**src/rtl/pacman_pkg.sv**
```systemverilog
// Shared types and constants for the pacman keyboard path: receiver states,
// PS/2 scan codes and the arrow-key to direction lookup.
package pacman_pkg;

   typedef enum logic [1:0] {
      ST_IDLE   = 2'd0,
      ST_DATA   = 2'd1,
      ST_PARITY = 2'd2,
      ST_STOP   = 2'd3
   } rx_state_e;

   localparam logic [7:0] PS2_EXT   = 8'hE0;
   localparam logic [7:0] PS2_BRK   = 8'hF0;
   localparam logic [7:0] KEY_UP    = 8'h75;
   localparam logic [7:0] KEY_DOWN  = 8'h72;
   localparam logic [7:0] KEY_LEFT  = 8'h6B;
   localparam logic [7:0] KEY_RIGHT = 8'h74;

   // Direction vector ordering is {up, down, left, right}; non-arrow codes map to zero.
   function automatic logic [3:0] arrow_dir(input logic [7:0] code);
      logic [3:0] dir;
      dir = 4'b0000;
      case (code)
         KEY_UP:    dir = 4'b1000;
         KEY_DOWN:  dir = 4'b0100;
         KEY_LEFT:  dir = 4'b0010;
         KEY_RIGHT: dir = 4'b0001;
         default:   dir = 4'b0000;
      endcase
      return dir;
   endfunction

endpackage

```
**src/rtl/ps2_sync_edge.sv**
```systemverilog
// Two-flop synchronizers for the raw PS/2 lines plus a one-cycle pulse on
// each falling edge of the synchronized keyboard clock.
module ps2_sync_edge (
   input  logic i_clk,
   input  logic i_rst_n,
   input  logic i_ps2_clk,
   input  logic i_ps2_dat,
   output logic o_ps2_dat,
   output logic o_ps2_fall
);

   logic [1:0] r_clk_sync;
   logic [1:0] r_dat_sync;
   logic       r_clk_prev;

   // NOTE: synchronizers reset to 1, the idle level of the PS/2 bus, so that
   // leaving reset never manufactures a false falling edge.
   always_ff @(posedge i_clk or negedge i_rst_n) begin
      if (!i_rst_n) begin
         r_clk_sync <= 2'b11;
         r_dat_sync <= 2'b11;
         r_clk_prev <= 1'b1;
      end else begin
         r_clk_sync <= {r_clk_sync[0], i_ps2_clk};
         r_dat_sync <= {r_dat_sync[0], i_ps2_dat};
         r_clk_prev <= r_clk_sync[1];
      end
   end

   assign o_ps2_dat  = r_dat_sync[1];
   assign o_ps2_fall = r_clk_prev & ~r_clk_sync[1];

endmodule

```
**src/rtl/ps2_arrow_decoder.sv**
```systemverilog
// PS/2 keyboard receiver turning extended arrow make/break codes into level
// direction requests. Define PS2_TIMEOUT_EN to build the frame watchdog.
module ps2_arrow_decoder
   import pacman_pkg::*;
#(
   parameter int unsigned TIMEOUT_CYCLES = 50000
) (
   input  logic       CLOCK_50,
   input  logic       reset_n,
   input  logic       PS2_CLK,
   input  logic       PS2_DAT,
   output logic       up,
   output logic       down,
   output logic       left,
   output logic       right,
   output logic [7:0] scan_code,
   output logic       make_break,
   output logic       code_valid,
   output logic       frame_err
);

   logic       w_ps2_dat;
   logic       w_ps2_fall;
   rx_state_e  r_state;
   rx_state_e  w_next_state;
   logic [7:0] r_shift;
   logic [2:0] r_bit_cnt;
   logic       r_par;
   logic       r_ext;
   logic       r_brk;
   logic [3:0] r_dir;
   logic [7:0] r_scan_code;
   logic       r_make_break;
   logic       r_code_valid;
   logic       r_frame_err;
   logic       w_timeout;
   logic       w_stop_edge;
   logic       w_accept;
   logic       w_reject;
   logic       w_key_done;
   logic [3:0] w_arrow;

   ps2_sync_edge u_sync (
      .i_clk      (CLOCK_50),
      .i_rst_n    (reset_n),
      .i_ps2_clk  (PS2_CLK),
      .i_ps2_dat  (PS2_DAT),
      .o_ps2_dat  (w_ps2_dat),
      .o_ps2_fall (w_ps2_fall)
   );

`ifdef PS2_TIMEOUT_EN
   localparam int TO_W = $clog2(TIMEOUT_CYCLES);
   logic [TO_W-1:0] r_to_cnt;

   always_ff @(posedge CLOCK_50 or negedge reset_n) begin
      if (!reset_n)
         r_to_cnt <= '0;
      else if (w_ps2_fall || r_state == ST_IDLE)
         r_to_cnt <= '0;
      else
         r_to_cnt <= r_to_cnt + TO_W'(1);
   end

   assign w_timeout = (r_state != ST_IDLE) && !w_ps2_fall &&
                      (r_to_cnt == TO_W'(TIMEOUT_CYCLES - 1));
`else
   assign w_timeout = 1'b0;
`endif

   // NOTE: state and datapath flops use non-blocking assignments so every
   // flop samples the values from before the clock edge.
   always_ff @(posedge CLOCK_50 or negedge reset_n) begin
      if (!reset_n) r_state <= ST_IDLE;
      else          r_state <= w_next_state;
   end

   // NOTE: the default assignment up front keeps this block latch-free.
   always_comb begin
      w_next_state = r_state;
      if (w_timeout) begin
         w_next_state = ST_IDLE;
      end else if (w_ps2_fall) begin
         case (r_state)
            ST_IDLE:   if (!w_ps2_dat) w_next_state = ST_DATA;
            ST_DATA:   if (r_bit_cnt == 3'd7) w_next_state = ST_PARITY;
            ST_PARITY: w_next_state = ST_STOP;
            ST_STOP:   w_next_state = ST_IDLE;
            default:   w_next_state = ST_IDLE;
         endcase
      end
   end

   always_comb begin
      w_stop_edge = w_ps2_fall && (r_state == ST_STOP);
      w_accept    = w_stop_edge && (^{r_shift, r_par}) && w_ps2_dat;
      w_reject    = w_stop_edge && !((^{r_shift, r_par}) && w_ps2_dat);
      w_key_done  = w_accept && (r_shift != PS2_EXT) && (r_shift != PS2_BRK);
      w_arrow     = r_ext ? arrow_dir(r_shift) : 4'b0000;
   end

   always_ff @(posedge CLOCK_50 or negedge reset_n) begin
      if (!reset_n) begin
         r_shift   <= '0;
         r_bit_cnt <= '0;
         r_par     <= 1'b0;
      end else if (w_ps2_fall && !w_timeout) begin
         case (r_state)
            ST_IDLE: begin
               r_shift   <= '0;
               r_bit_cnt <= '0;
            end
            ST_DATA: begin
               r_shift   <= {w_ps2_dat, r_shift[7:1]};
               r_bit_cnt <= r_bit_cnt + 3'd1;
            end
            ST_PARITY: r_par <= w_ps2_dat;
            default: ;
         endcase
      end
   end

   always_ff @(posedge CLOCK_50 or negedge reset_n) begin
      if (!reset_n) begin
         r_ext        <= 1'b0;
         r_brk        <= 1'b0;
         r_dir        <= '0;
         r_scan_code  <= '0;
         r_make_break <= 1'b0;
         r_code_valid <= 1'b0;
         r_frame_err  <= 1'b0;
      end else begin
         r_code_valid <= w_key_done;
         r_frame_err  <= w_reject || w_timeout;
         if (w_reject || w_timeout || w_key_done) begin
            r_ext <= 1'b0;
            r_brk <= 1'b0;
         end else if (w_accept && r_shift == PS2_EXT) begin
            r_ext <= 1'b1;
         end else if (w_accept && r_shift == PS2_BRK) begin
            r_brk <= 1'b1;
         end
         if (w_key_done) begin
            r_scan_code  <= r_shift;
            r_make_break <= ~r_brk;
            // A break only releases the direction it names; last press wins on make.
            if (w_arrow != 4'b0000) begin
               if (!r_brk)               r_dir <= w_arrow;
               else if (r_dir == w_arrow) r_dir <= '0;
            end
         end
      end
   end

   assign {up, down, left, right} = r_dir;
   assign scan_code  = r_scan_code;
   assign make_break = r_make_break;
   assign code_valid = r_code_valid;
   assign frame_err  = r_frame_err;

endmodule

```
**config.mk**
```make
export PLATFORM = sky130hd
export DESIGN_NAME = ps2_arrow_decoder
export DESIGN_NICKNAME = d
export VERILOG_FILES = /design/src/rtl/pacman_pkg.sv /design/src/rtl/ps2_sync_edge.sv /design/src/rtl/ps2_arrow_decoder.sv
export SDC_FILE = /design/constraint.sdc
export NUM_CORES = 1
export LEC_CHECK = 0
export ABC_AREA = 0
export CORE_MARGIN = 1.5
export CORE_UTILIZATION = 49
export CTS_CLUSTER_DIAMETER = 80
export DETAILED_ROUTE_END_ITERATION = 10
export PLACE_DENSITY = 0.74
export SLEW_MARGIN = 40
export SYNTH_ARGS = -nofsm -noshare
export SYNTH_HDL_FRONTEND = slang
export SYNTH_HIERARCHICAL = 1
export SYNTH_SLANG_ARGS = --single-unit
```
**constraint.sdc**
```tcl
create_clock -name CLOCK_50 -period 2.2 [get_ports CLOCK_50]
set_input_delay 0.33 -clock CLOCK_50 [delete_from_list [all_inputs] [get_ports CLOCK_50]]
set_output_delay 0.33 -clock CLOCK_50 [all_outputs]
set_load 0.02 [all_outputs]
```
==> out/results.tsv <==
stage	metric	value	unit
outcome	status	complete, no violations	
power	p_leak	0.9637	nW
synth	syn_area_per_cell	12.47	sq um
worst_setup_path	cp-end-kind	flop	
timing	min_period_over_period	98.62	%
timing	max_slew_margin	46.82	%
finish	areaGrowthSynthToFinish	27.03	%
worst_setup_path	cpPeakStageDelay	0.42	ns
timing	rsz0062_at_grt	yes	
finish	fin_nets	182	
clock_tree	clk_pin_slew	0.12	ns
drt	wl_per_cell	15.29	um
synth	synthArstFlopShare	100.0	%
synth	synth_edf_count	0	
timing	drv_slew	0	
synth	syn_nets	147	
clock_tree	clockBufferDepth	2	
clock_tree	cts_tree	built	
worst_setup_path	cp_max_fo	4	
synth	syn_area	0.001708	sq mm
grt	grt_usage	19.76	%
die	ioPinCount	19	
synth	synth-seq-area-share	53.11	%
worst_setup_path	crit_chain	nand3b_1, buf_4, nor4b_4, xnor2_1, a31oi_2, or3_4, a22o_1	
worst_setup_path	crit_required	2.45	ns
min_path	worst_hold_path_type	flop to flop	
worst_setup_path	cpLargestDelayFamily	simple AND/OR/NAND/NOR gates	
clock_tree	h-tree-depth	2	
clock_tree	worstSkewPairLatency	0.35	ns
synth	netlist_instances	137	
grt	grt_pass1_wl	5264	um
grt	grt_pass1_vias	1146	
timing	period_needed	2.170	ns
drt	drt_wl_total	3349	um
min_path	min-delay-start	u_sync/r_dat_sync[0]	
place	dp_slack	-0.02456	ns
synth	synth.area.top_cells	dfrtp_1, dfstp_2, a22o_1, mux2_2, ha_1	
die	fp.dieW	62.04	um
die	num_rows	21	
die	coreArea	0.003337	sq mm
timing	hold_violations	0	
worst_setup_path	crit_buf_inv	1	
drt	via_count	1198	
place	dp_hpwl	2296	um
grt	grt-ovfl-total	0	
synth	synth.top_cell.area_share	45.42	%
worst_setup_path	critPathLaunch	r_shift[2]	
synth	ys_seq_elements	36	
drt	drtIter0Drc	53	
power	power_density	1148	mW/mm^2
clock_tree	ctsHoldBuffers	0	
synth	yosysTopAreaCell	dfrtp_1	
timing	clock_skew	0.01670	ns
synth	ys_top_cells_by_count	dfrtp_1, a22o_1, nand2_1	
synth	synthDistinctLibCells	37	
timing	layout_setup_ws	0.03044	ns
finish	antenna_cells	0	
grt	antenna_found_initial	0	
drt	dr.pass1.iters	4	
synth	synth_flop_cell	dfrtp_1	
run	maxCapViolations	0	
worst_setup_path	critPathLaunchType	flop	
clock_tree	cts_root_buffer	clkbuf_4	
worst_setup_path	arrival	2.42	ns
synth	yosys_warnings	6	
timing	worst_pin_slew	0.7924	ns
finish	stdcell_area	0.002170	sq mm
synth	yosysMostFrequentCell	dfrtp_1	
clock_tree	cts_buffers	5	
place	gp_congestion	0.8725	
drt	drtAntennaViolNets	0	
grt	grt_max_degree	37	
worst_setup_path	critical_path_class	flop to flop	
die	start_util	51.18	%
place	port_buffers	18	
finish	layout-drive-gt1-share	31.21	%
worst_setup_path	r2r_start	r_shift[2]	
die	die_y	62.04	um
power	ir_drop	0.6560	mV
drt	via_per_inst	5.470	
die	die_area	0.003849	sq mm
timing	max_freq	460.9	MHz
clock_tree	clock-sinks	36	
place	place_area	0.001977	sq mm
timing	setup_viol	0	
drt	drc_errors	0	
worst_setup_path	slowest_stage	dfrtp_1	
worst paths after layout:
check / end / slack (ns) / cells past startpoint
setup / recovery: r_dir[0] / 0.03 / 7
min in group asynchronous: code_valid / 0.37 / 2
hold reg to reg: u_sync/r_dat_sync[1] / 0.36 / 0
hold / removal: u_sync/r_dat_sync[1] / 0.36 / 0
setup reg to reg: r_dir[0] / 0.03 / 7
max in group asynchronous: u_sync/r_clk_sync[0] / 1.47 / 2
sequential cells by signal (all words and copies together) (netlist names), 2 cells and up:
register,count
u_sync/r_dat_sync,2
u_sync/r_clk_sync,2
r_bit_cnt,3
r_shift,8
r_dir,4
scan_code,8
r_state,2
where the power goes:
group	total (mW)	internal (mW)	switching, mW	leakage (nW)
Combinational	1.01	0.554	0.457	0.447
Sequential	0.957	0.816	0.141	0.465
Clock	0.523	0.302	0.221	0.0515
Total	2.49	1.67	0.819	0.964
layout make-up:
class / count / area, sq um
multi-input cells: 87 / 768.2
clock buffers: 7 / 65.06
clock inverters: 1 / 30.03
fillers: 271 / 1167
inverters: 7 / 26.28
repair buffers: 35 / 311.5
flip-flops and latches: 36 / 910.9
well taps: 46 / 57.56
cell usage in the layout, fill, tap and decap left out, types with 3 or more instances in the layout:
cell type / Yosys / routed
dfrtp_1: 31 / 28
dfstp_2: 5 / 5
clkdlybuf4s50_1: 0 / 18
xnor2_2: 3 / 3
buf_4: 0 / 16
nor3_1: 5 / 3
nand2_1: 9 / 9
mux2_2: 7 / 7
inv_1: 7 / 7
dfrtp_2: 0 / 3
xnor2_1: 5 / 5
o21ai_0: 7 / 6
a22o_1: 12 / 12
clkbuf_4: 0 / 5
ha_1: 6 / 6
through the flow:
stage / utilization, % / hold slack [ns] / setup TNS, ns / std cells / power [mW]
2_1_floorplan: - / 0.03441 / 0 / 137 / 1.600
3_3_place_gp: 59.24 / 0.3463 / 0 / 204 / 1.870
3_5_place_dp: 59.24 / 0.3479 / -0.04655 / 204 / 1.929
4_1_cts: 63.03 / 0.3598 / 0 / 216 / 2.470
5_1_grt: 65.02 / 0.3665 / -0.05212 / 219 / 2.644
6_report: 65.02 / 0.3608 / 0 / 219 / 2.491
metal layers:
metal  track usage (%)  part of all wire [%]
met4             10.33                   2.4
met2             32.74                    51
met5                 0                     0
met1             22.61                    42
met3             6.625                   4.2
repair_timing:
item / 4_1_cts / 5_1_grt
pin swaps: 4 / 6
resized for setup: 1 / 10
setup buffers: 4 / 3
setup endpoints to repair: 2 / 4
logic make-up after synthesis:
logic type / after synthesis / synth area share (%)
compound gates: 33 / 14.73
xor+xnor: 9 / 6.740
fa+ha+maj: 6 / 4.395
buf+inv: 14 / 4.103
flops: 36 / 53.11
mux: 7 / 4.616
simple gates: 32 / 12.31
Power figures use the tool's default switching activity.
